## src/rtl/alu_share_arbiter_if.sv

```systemverilog
// Request/response bundle for alu_share_arbiter: two requester ports and one result port.
// master = requesters/consumer side, slave = arbiter side.
interface alu_share_arbiter_if;
    logic        req0_valid;
    logic        req0_ready;
    logic [3:0]  req0_op;
    logic [31:0] req0_a;
    logic [31:0] req0_b;
    logic        req1_valid;
    logic        req1_ready;
    logic [3:0]  req1_op;
    logic [31:0] req1_a;
    logic [31:0] req1_b;
    logic        rsp_valid;
    logic        rsp_ready;
    logic        rsp_id;
    logic [31:0] rsp_data;

    modport master (
        output req0_valid, req0_op, req0_a, req0_b,
        output req1_valid, req1_op, req1_a, req1_b,
        output rsp_ready,
        input  req0_ready, req1_ready, rsp_valid, rsp_id, rsp_data
    );

    modport slave (
        input  req0_valid, req0_op, req0_a, req0_b,
        input  req1_valid, req1_op, req1_a, req1_b,
        input  rsp_ready,
        output req0_ready, req1_ready, rsp_valid, rsp_id, rsp_data
    );
endinterface

```

## src/rtl/alu_share_arbiter.sv

```systemverilog
// Two requesters time-share one 32-bit ALU through a one-entry result register.
// Define ALU_SHARE_ARBITER_RR_EN for round-robin arbitration; default is fixed priority (req0 wins).
module Alu32b_simple (
    input  logic [3:0]  op,
    input  logic [31:0] a,
    input  logic [31:0] b,
    output logic [31:0] y
);
    logic [31:0] a_eff;
    logic [31:0] b_eff;
    logic [31:0] sum;

    always_comb begin
        a_eff = op[3] ? ~a : a;
        b_eff = op[2] ? ~b : b;
        sum   = a_eff + b_eff;
        case (op[1:0])
            2'd0:    y = a_eff & b_eff;
            2'd1:    y = a_eff | b_eff;
            2'd2:    y = sum;
            default: y = {31'b0, sum[31]};
        endcase
    end
endmodule

module alu_share_arbiter #(
    parameter int unsigned CNT_W = 16
) (
    input  logic             clk,
    input  logic             rst,
    alu_share_arbiter_if.slave bus,
    output logic [CNT_W-1:0] gnt_cnt0,
    output logic [CNT_W-1:0] gnt_cnt1
);
    localparam logic [0:0] ST_EMPTY = 1'b0;
    localparam logic [0:0] ST_FULL  = 1'b1;

    logic [0:0]  state;
    logic        rsp_id;
    logic [31:0] rsp_data;
    logic        sel;
    logic        stage_open;
    logic        xfer;
    logic [3:0]  alu_op;
    logic [31:0] alu_a;
    logic [31:0] alu_b;
    logic [31:0] alu_y;

`ifdef ALU_SHARE_ARBITER_RR_EN
    logic last_gnt;

    // sel is only meaningful when at least one requester is valid.
    always_comb begin
        if (bus.req0_valid && bus.req1_valid)
            sel = ~last_gnt;
        else
            sel = bus.req1_valid;
    end
`else
    always_comb begin
        sel = ~bus.req0_valid;
    end
`endif

    always_comb begin
        stage_open = (state == ST_EMPTY) || bus.rsp_ready;
        xfer       = (bus.req0_valid || bus.req1_valid) && stage_open && !rst;
        alu_op     = sel ? bus.req1_op : bus.req0_op;
        alu_a      = sel ? bus.req1_a  : bus.req0_a;
        alu_b      = sel ? bus.req1_b  : bus.req0_b;
    end

    Alu32b_simple u_alu (
        .op (alu_op),
        .a  (alu_a),
        .b  (alu_b),
        .y  (alu_y)
    );

    assign bus.req0_ready = xfer && !sel;
    assign bus.req1_ready = xfer && sel;
    assign bus.rsp_valid  = (state == ST_FULL);
    assign bus.rsp_id     = rsp_id;
    assign bus.rsp_data   = rsp_data;

    always_ff @(posedge clk) begin
        if (rst) begin
            state    <= ST_EMPTY;
            rsp_id   <= 1'b0;
            rsp_data <= '0;
            gnt_cnt0 <= '0;
            gnt_cnt1 <= '0;
        end else if (xfer) begin
            // A new result may replace one being consumed on the same edge.
            state    <= ST_FULL;
            rsp_id   <= sel;
            rsp_data <= alu_y;
            if (!sel && gnt_cnt0 != '1)
                gnt_cnt0 <= gnt_cnt0 + CNT_W'(1);
            if (sel && gnt_cnt1 != '1)
                gnt_cnt1 <= gnt_cnt1 + CNT_W'(1);
        end else if (bus.rsp_ready) begin
            state <= ST_EMPTY;
        end
    end

`ifdef ALU_SHARE_ARBITER_RR_EN
    always_ff @(posedge clk) begin
        if (rst)
            last_gnt <= 1'b1;
        else if (xfer)
            last_gnt <= sel;
    end
`endif
endmodule

```

## src/flat_wrapper.sv

```systemverilog
// flat-port wrapper written by rule: the top's interface ports become plain ports
module alu_share_arbiter_flat 
#(
    parameter int unsigned CNT_W = 16
)
  (clk, rst, gnt_cnt0, gnt_cnt1, bus_req0_valid, bus_req0_op, bus_req0_a, bus_req0_b, bus_req1_valid, bus_req1_op, bus_req1_a, bus_req1_b, bus_rsp_ready, bus_req0_ready, bus_req1_ready, bus_rsp_valid, bus_rsp_id, bus_rsp_data);
  alu_share_arbiter_if bus_i ();
  input  logic clk;
  input  logic rst;
  output logic [CNT_W-1:0] gnt_cnt0;
  output logic [CNT_W-1:0] gnt_cnt1;
  input wire logic [$bits(bus_i.req0_valid)-1:0] bus_req0_valid;
  input wire logic [$bits(bus_i.req0_op)-1:0] bus_req0_op;
  input wire logic [$bits(bus_i.req0_a)-1:0] bus_req0_a;
  input wire logic [$bits(bus_i.req0_b)-1:0] bus_req0_b;
  input wire logic [$bits(bus_i.req1_valid)-1:0] bus_req1_valid;
  input wire logic [$bits(bus_i.req1_op)-1:0] bus_req1_op;
  input wire logic [$bits(bus_i.req1_a)-1:0] bus_req1_a;
  input wire logic [$bits(bus_i.req1_b)-1:0] bus_req1_b;
  input wire logic [$bits(bus_i.rsp_ready)-1:0] bus_rsp_ready;
  output wire logic [$bits(bus_i.req0_ready)-1:0] bus_req0_ready;
  output wire logic [$bits(bus_i.req1_ready)-1:0] bus_req1_ready;
  output wire logic [$bits(bus_i.rsp_valid)-1:0] bus_rsp_valid;
  output wire logic [$bits(bus_i.rsp_id)-1:0] bus_rsp_id;
  output wire logic [$bits(bus_i.rsp_data)-1:0] bus_rsp_data;
  assign bus_i.req0_valid = bus_req0_valid;
  assign bus_i.req0_op = bus_req0_op;
  assign bus_i.req0_a = bus_req0_a;
  assign bus_i.req0_b = bus_req0_b;
  assign bus_i.req1_valid = bus_req1_valid;
  assign bus_i.req1_op = bus_req1_op;
  assign bus_i.req1_a = bus_req1_a;
  assign bus_i.req1_b = bus_req1_b;
  assign bus_i.rsp_ready = bus_rsp_ready;
  assign bus_req0_ready = bus_i.req0_ready;
  assign bus_req1_ready = bus_i.req1_ready;
  assign bus_rsp_valid = bus_i.rsp_valid;
  assign bus_rsp_id = bus_i.rsp_id;
  assign bus_rsp_data = bus_i.rsp_data;
  alu_share_arbiter #(.CNT_W(CNT_W)) u_core (.clk(clk), .rst(rst), .bus(bus_i), .gnt_cnt0(gnt_cnt0), .gnt_cnt1(gnt_cnt1));
endmodule
```

## config.mk

```make
export PLATFORM = sky130hd
export DESIGN_NAME = alu_share_arbiter_flat
export DESIGN_NICKNAME = d
export VERILOG_FILES = /design/src/rtl/alu_share_arbiter_if.sv /design/src/rtl/alu_share_arbiter.sv /design/src/flat_wrapper.sv
export SDC_FILE = /design/constraint.sdc
export NUM_CORES = 1
export LEC_CHECK = 0
export BUFFER_PORTS_ARGS = -buffer_cell sky130_fd_sc_hd__buf_2
export CORE_ASPECT_RATIO = 0.7
export CORE_MARGIN = 2
export CORE_UTILIZATION = 35
export DETAILED_ROUTE_END_ITERATION = 12
export GPL_TIMING_DRIVEN = 0
export HOLD_SLACK_MARGIN = 0.02
export PLACE_DENSITY = 0.63
export SLEW_MARGIN = 30
export SYNTH_ARGS = -nofsm -noshare
export SYNTH_HDL_FRONTEND = slang
export SYNTH_SLANG_ARGS = --single-unit
```

## constraint.sdc

```tcl
create_clock -name clk -period 3.85 [get_ports clk]
set_clock_uncertainty 0.05 [all_clocks]
set_input_delay 0 -clock clk [delete_from_list [all_inputs] [get_ports clk]]
set_output_delay 0 -clock clk [all_outputs]
set_load 0.01 [all_outputs]
```

==> results of run 1 <==
-- cells by family (layout without fill, tap and decap cells) --
kind of cell	Yosys count	count (layout)	synth area share
AOI/OAI and AO/OA	195	195	0.186
xor gates and xnor gates	114	114	0.149
adders and majority gates	67	67	0.127
buffers and inverters	122	347	0.0719
DFF	66	66	0.198
muxes	73	73	0.110
and+or+nand+nor	227	227	0.158
-- layout by cell type, fill, tap and decap left out, types with 4 or more instances in the layout --
master     instances
a222oi_1           7
a21oi_1           45
nor2_1            70
ha_1              66
o21a_1             5
o21ai_0           54
and3_1             6
and2_1             8
nand2_1           69
or3_1              8
a221oi_1           8
nor3_1            12
xnor2_1           24
xor2_1            90
a211oi_1           6
o21bai_1           6
buf_2            215
o22ai_1           10
a22oi_1           14
inv_1             77
mux2i_1           67
clkbuf_16          9
nand4_1           11
o211ai_1           4
nand3_1           24
dfxtp_1           66
a21o_1             8
clkbuf_1          29
-- power groups by stage --
stage / registers (W) / logic, W / clock network (W)
floorplan: 0.000794 / 0.00111 / 0
global placement: 0.000776 / 0.00156 / 0
detailed placement: 0.000777 / 0.00158 / 0
CTS: 0.000762 / 0.00160 / 0.000981
global route: 0.000767 / 0.00180 / 0.00100
finish: 0.000763 / 0.00162 / 0.000961
-- worst max-delay path: cells and delay by family --
| family | cells | cell delay [ps] |
|---|---|---|
| adder cells (fa/ha/maj) | 1 | 380 |
| multiplexers | 2 | 650 |
| buffers and inverters | 4 | 880 |
| AND/OR/NAND/NOR | 2 | 340 |
| AO/OA/AOI/OAI | 5 | 1160 |
| XOR/XNOR | 1 | 350 |
-- sequential cells by signal, indices dropped and copies added, names as in the netlist --
register	count
u_core.gnt_cnt0	16
u_core.bus.rsp_id	1
u_core.bus.rsp_valid	1
u_core.bus.rsp_data	32
u_core.gnt_cnt1	16
-- metrics by stage --
| step | setup slack, ps | std cells |
|---|---|---|
| finish | 285 | 1331 |
| global route | 26.4 | 1331 |
| CTS | 102 | 1331 |
| detailed placement | -1190 | 1313 |
| global placement | -1150 | 1313 |
| floorplan | 419 | 864 |
-- worst max path at each step --
stage	to	slack, ps	depth (start not counted)
global route	u_core.bus.rsp_data[0]	30	15
floorplan	u_core.bus.rsp_data[30]	420	16
CTS	u_core.bus.rsp_data[30]	100	17
finish	u_core.bus.rsp_data[0]	280	15
global placement	u_core.bus.rsp_data[0]	-1150	16
detailed placement	u_core.bus.rsp_data[0]	-1190	16
-- final cells by class --
class                   count  area, um^2
plain buffers              45         214
clock buffers              10         229
clock inverters             6         113
fillers                  1945       10400
inverters                  77         289
multi-input cells         676        4920
flip-flops and latches     66        1320
well taps                 242         303
repair buffers            209        1060
-- per-layer routing --
layer,up-vias,wire length (um),global-route usage
met3,18,1870,0.0574
met5,-,5,0
li1,3454,-,-
met4,2,268,0.0438
met2,288,8900,0.324
met1,3235,10800,0.309
-- what timing repair did --
| action | 4_1_cts | 5_1_grt |
|---|---|---|
| setup buffers | 0 | 0 |
| pin swaps | 0 | 0 |
| hold endpoints to repair | 1 | 0 |
| gates resized for setup | 9 | 11 |
| endpoints found under the setup margin | 26 | 11 |
| hold buffers | 2 | 0 |
==> results.md, run 1 <==
* RSZ-0062 raised after global routing: no
* Drt first pass iters at 8
* Area grow syn2layout at 26.3%
* Pleak at 4.20 nW
* Number of synthesized flops with an enable pin at 0
* Synth cell types at 57
* Grt ovf at 0
* Avg WL per Cell at 16.4 um
* Internal at 0.00202 W
* DRC viols at 0
* Fmax achieved at roughly 0.28 GHz
* Synth Warn # at 0
* Prevailing post-synth register cell: dfxtp_1
* CP dominant cell by count: buf_2
* Synth Register Bits at 66
* Number of global-route vias before repair at ~6400
* Initial antenna violation count at 0
* Max_cap viols at 0
* Reg2Reg Setup Slack at 990 ps
* Core area at between 15000 and 20000 um^2
* Antenna diodes at 0
* Port Buffer Count at just over 200
* Crit end category: register
* Clock root buffer: clkbuf_16
* Die width at 169 um
* Sequence of cells on the critical path: buf_2, buf_4, buf_6, buf_2, mux2i_1, xor2_1, ha_1, a211oi_1, o21ai_2, nand3_1, a21oi_1, nor2b_1, o311ai_1, mux2_2, o21ai_0
* Endpoints failing setup at 0
* CTS Sinks at 66
* I/O Pins at 209
* Die H at 120 um
* Clock share of power at 0.287
* Mapped Avg Cell Area at 7.74 um^2
* Status: completed
* Final Power at 0.00334 W
* Most numerous cell in the Yosys netlist: xor2_1
* Worst-Margin Slew at 1000 ps
* Hold path depth at 3
* Max-slew headroom at 0.331
* Setup TNS at 0 ps
* Worst hold margin at roughly 210 ps
* CTS buffer count at 9
* Crit path required time at 4060 ps
* Die ar. at around 20000 um^2
* First-pass GRT wire length at 34200 um
* FF-to-FF Start: u_core.bus.rsp_valid
* Final hold vios at 0
* DP Area at 8020 um^2
* Register area share after synthesis at 0.198
* CTS tree: done
* Top cells by area, synth: dfxtp_1, ha_1, xor2_1, mux2i_1, inv_1
* Top cell type by total area after synthesis: dfxtp_1
* Critical path launch point: bus_req0_valid
* Kind of critical path: in2reg
* Combinational share of power at 0.485
* Via/cell ratio at around 5.3
* Util after Layout at 0.449
* Initial core utilization at 0.355
* Gr usage total at 0.215
* Rows at 42
* Detailed Route WL at between 20000 and 25000 um
* Slew Viols, Final at 0
* CTS Buffer Depth at 2
* Largest net degree at the start of global routing at 13
* Post-route ant nets at 0
* Power density over the cells at 396 nW/um^2
* Max incr delay on CP at 400 ps
* RR Endpoint: u_core.bus.rsp_data[27]
* Fin crit period at 3570 ps
* Clk_lat worst skew at 340 ps
* Gate Count Post-Synth at roughly 860
* HP Class: in2reg
* Via count at around 7000
* Post-route cell area at 8440 um^2
* Hold Path Origin: rst
* DRT iter0 DRCs at 600
* Post-synth top cells: xor2_1, inv_1, nor2_1
* Routability cong. at 0.943
* Register share of total power at 0.228
* WHS Endpoint: u_core.bus.rsp_data[28]
* Layout cell share with drive strength beyond 1 at 0.231
* Cell count of the worst reg-to-reg path at 8
* Clock Pin Slew Worst Setup and Hold Paths at 60 ps
* Period utilisation layout at 0.926
* # H-tree levels at 3
* Slowest CP cell: mux2_2
* Final net count at 1292
* Post-synth ARST share at 0
* Final HPWL DP at between 15000 and 20000 um
* Net Sw Frac at 0.397
* Mapped Area at 6680 um^2
* Worst endpoint data arrival time at roughly 3800 ps
* Area share of the largest cell type after synthesis at 0.198
* Post-Syn Nets at around 1100
* CP startpoint kind: primary input
* Crit-path max FO at 10
* Psw at about 0.0013 W
* Max IR drop VDD at around 0.24 mV
Power figures use the tool's default switching activity.
==> inputs of run 2 (changes only) <==
==> constraint.sdc (replaced) <==
create_clock -name clk -period 4.01 [get_ports clk]
set_clock_uncertainty 0.05 [all_clocks]
set_input_delay 0 -clock clk [delete_from_list [all_inputs] [get_ports clk]]
set_output_delay 0 -clock clk [all_outputs]
set_load 0.01 [all_outputs]
==> results.md, run 2 (synthesis results as in run 1) <==
* DP Area at 8020 um^2 (unchanged)
* CTS Sinks at 66 (unchanged)
* Core area at 18800 um^2 (unchanged)
* Reg area at 1320 um^2 (unchanged)
* Period utilisation layout at 0.926
* Layout cell share with drive strength beyond 1 at 0.228 (-0.00367)
* Number of global-route vias before repair at 6446 (-0.016%)
* CTS Buffer Depth at 2 (unchanged)
* First-pass GRT wire length at 34200 um (unchanged)
* Slew Viols, Final at 0 (unchanged)
* Rows at 42 (unchanged)
* Slowest CP cell: fa_1
* Crit end category: register
* Worst endpoint data arrival time at 3860 ps (+80 ps)
* Kind of critical path: in2reg
* DRT iter0 DRCs at 603 (+0.50%)
* Final net count at 1292 (unchanged)
* Clock Pin Slew Worst Setup and Hold Paths at 60 ps (about the same)
* Antenna diodes at 0 (unchanged)
* Most frequent cells in the layout: buf_2, xor2_1, inv_1
* Top Registers: u_core.bus.rsp_data (32), u_core.gnt_cnt0 (16), u_core.gnt_cnt1 (16)
* Worst hold margin at 219 ps (+8.12 ps)
* Clock root buffer: clkbuf_16
* CP startpoint kind: primary input
* Reg with most FFs: u_core.bus.rsp_data
* Die H at 120 um (unchanged)
* Area grow syn2layout at 26.2%
* Pre-CTS setup slack at -1030 ps (+160 ps)
* # H-tree levels at 3 (unchanged)
* Psw at 0.00127 W (-4.4%)
* Commonest non-fill, non-tap cell in the layout: buf_2
* Routability cong. at 0.943 (unchanged)
* Max-slew headroom at 0.376 (+0.0457)
* Max incr delay on CP at 440 ps (+40 ps)
* Post-route ant nets at 0 (unchanged)
* Max_cap viols at 0 (unchanged)
* Status: completed
* Port Buffer Count at 207 (unchanged)
* Post-route cell area at 8430 um^2 (-0.13%)
* I/O Pins at 209 (unchanged)
* DRC viols at 0 (unchanged)
* Crit-path max FO at 10 (unchanged)
* Gr usage total at 0.215 (about the same)
* Reg2Reg Setup Slack at 1170 ps (+180 ps)
* Fill count at 1946 (+0.051%)
* Via/cell ratio at 5.30 (+0.76%)
* Detailed Route WL at 21900 um (about the same)
* Register share of total power at 0.229 (about the same)
* Clock share of power at 0.288 (about the same)
* Crit path required time at 4150 ps (+90 ps)
* Die width at 169 um (unchanged)
* Final hold vios at 0 (unchanged)
* Largest net degree at the start of global routing at 13 (unchanged)
* RSZ-0062 raised after global routing: no
* Avg WL per Cell at 16.4 um (about the same)
* Final setup margin at 296 ps (+10.8 ps)
* Initial core utilization at 0.355 (unchanged)
* Internal at 0.00193 W (-4.2%)
* Worst-Margin Slew at 932 ps (-68.3 ps)
* Drt first pass iters at 5 (-3)
* Net Sw Frac at 0.396 (-0.000584)
* HP Class: in2reg
* Power density over the cells at 380 nW/um^2 (-4.1%)
* Multi-input gate area at 4910 um^2 (-0.28%)
* Fmax achieved at 0.269 GHz
* Clk_lat worst skew at 340 ps (about the same)
* Family with the most delay on the worst path: compound AO/OA/AOI/OAI gates
* Die ar. at 20200 um^2 (unchanged)
* Final HPWL DP at 17500 um (unchanged)
* Post-Place Cells at 1313 (unchanged)
* Combinational share of power at 0.483 (-0.002)
* Fin cells at 1331 (unchanged)
* Max reg flops at 32 (unchanged)
* Initial antenna violation count at 0 (unchanged)
* Sequence of cells on the critical path: buf_2, clkbuf_4, mux2i_2, clkbuf_4, xnor2_1, inv_1, ha_1, fa_1, a21o_1, and3_1, nor2_1, o21ai_1, a21o_1, a31oi_1, xor2_1, o22ai_1
* Worst path bufs/invs at 4 (unchanged)
* Max IR drop VDD at 0.230 mV (-4.4%)
* Pleak at 4.20 nW (about the same)
* Endpoints failing setup at 0 (unchanged)
* Fin crit period at approximately 3700 ps
* Via count at 7050 (+0.76%)
* CTS tree: done
* Util after Layout at 0.448 (-0.000598)
* CTS buffer count at 9 (unchanged)
* Grt ovf at 0 (unchanged)
* Setup Fix Bufs, Post-CTS at 0 (unchanged)
## run 2: area by class of cell
type | count | share of cell area
buffer | 45 | 0.0257
clock buffer | 10 | 0.0272
clock inverter | 6 | 0.0134
inverter | 77 | 0.0343
multi-input combinational | 676 | 0.582
sequential | 66 | 0.157
tap | 242 | 0.0359
timing repair buffer | 209 | 0.125
## run 2: worst register-to-register path: cells and delay by family, from the launching register on
family / cells / cell delay [ps]
buffers and inverters: 2 / 1060
AO/OA/AOI/OAI: 3 / 710
AND/OR/NAND/NOR: 3 / 650
flip-flops: 1 / 300
## run 2: repair_timing
action | CTS | global route
setup endpoints to repair | 21 | 14
hold buffers | 2 | 0
endpoints found under the hold margin | 1 | 0
resized for setup | 4 | 11
## run 2: through the flow
step,TNS [ps],power [W]
global placement,-14860,0.00225
detailed placement,-16170,0.00226
floorplan,0,0.00183
CTS,0,0.00320
global route,0,0.00342
finish,0,0.00320
## run 2: layer usage
layer	GRT usage	part of all wire	vias up	wire length, um
li1	-	-	3455	-
met1	0.309	0.49	3250	10700
met2	0.324	0.41	325	8870
met3	0.0571	0.094	18	2070
met4	0.0438	0.012	2	271
met5	0	0.00023	-	5
## run 2: worst paths after layout
check,start,to,cells past startpoint
worst min-delay path,bus_req0_op[1],u_core.bus.rsp_data[6],5
worst max register to register,u_core.bus.rsp_valid,u_core.bus.rsp_data[27],8
worst min register to register,u_core.bus.rsp_id,u_core.bus.rsp_id,2
worst max-delay path,bus_req0_valid,u_core.bus.rsp_data[30],16
## run 2: power by group through the flow
stage | clock, W | sequential (W) | combinational [W]
2_1_floorplan | 0 | 0.000763 | 0.00107
3_3_place_gp | 0 | 0.000745 | 0.00150
3_5_place_dp | 0 | 0.000746 | 0.00151
4_1_cts | 0.000942 | 0.000732 | 0.00153
5_1_grt | 0.000963 | 0.000736 | 0.00172
6_report | 0.000922 | 0.000732 | 0.00155
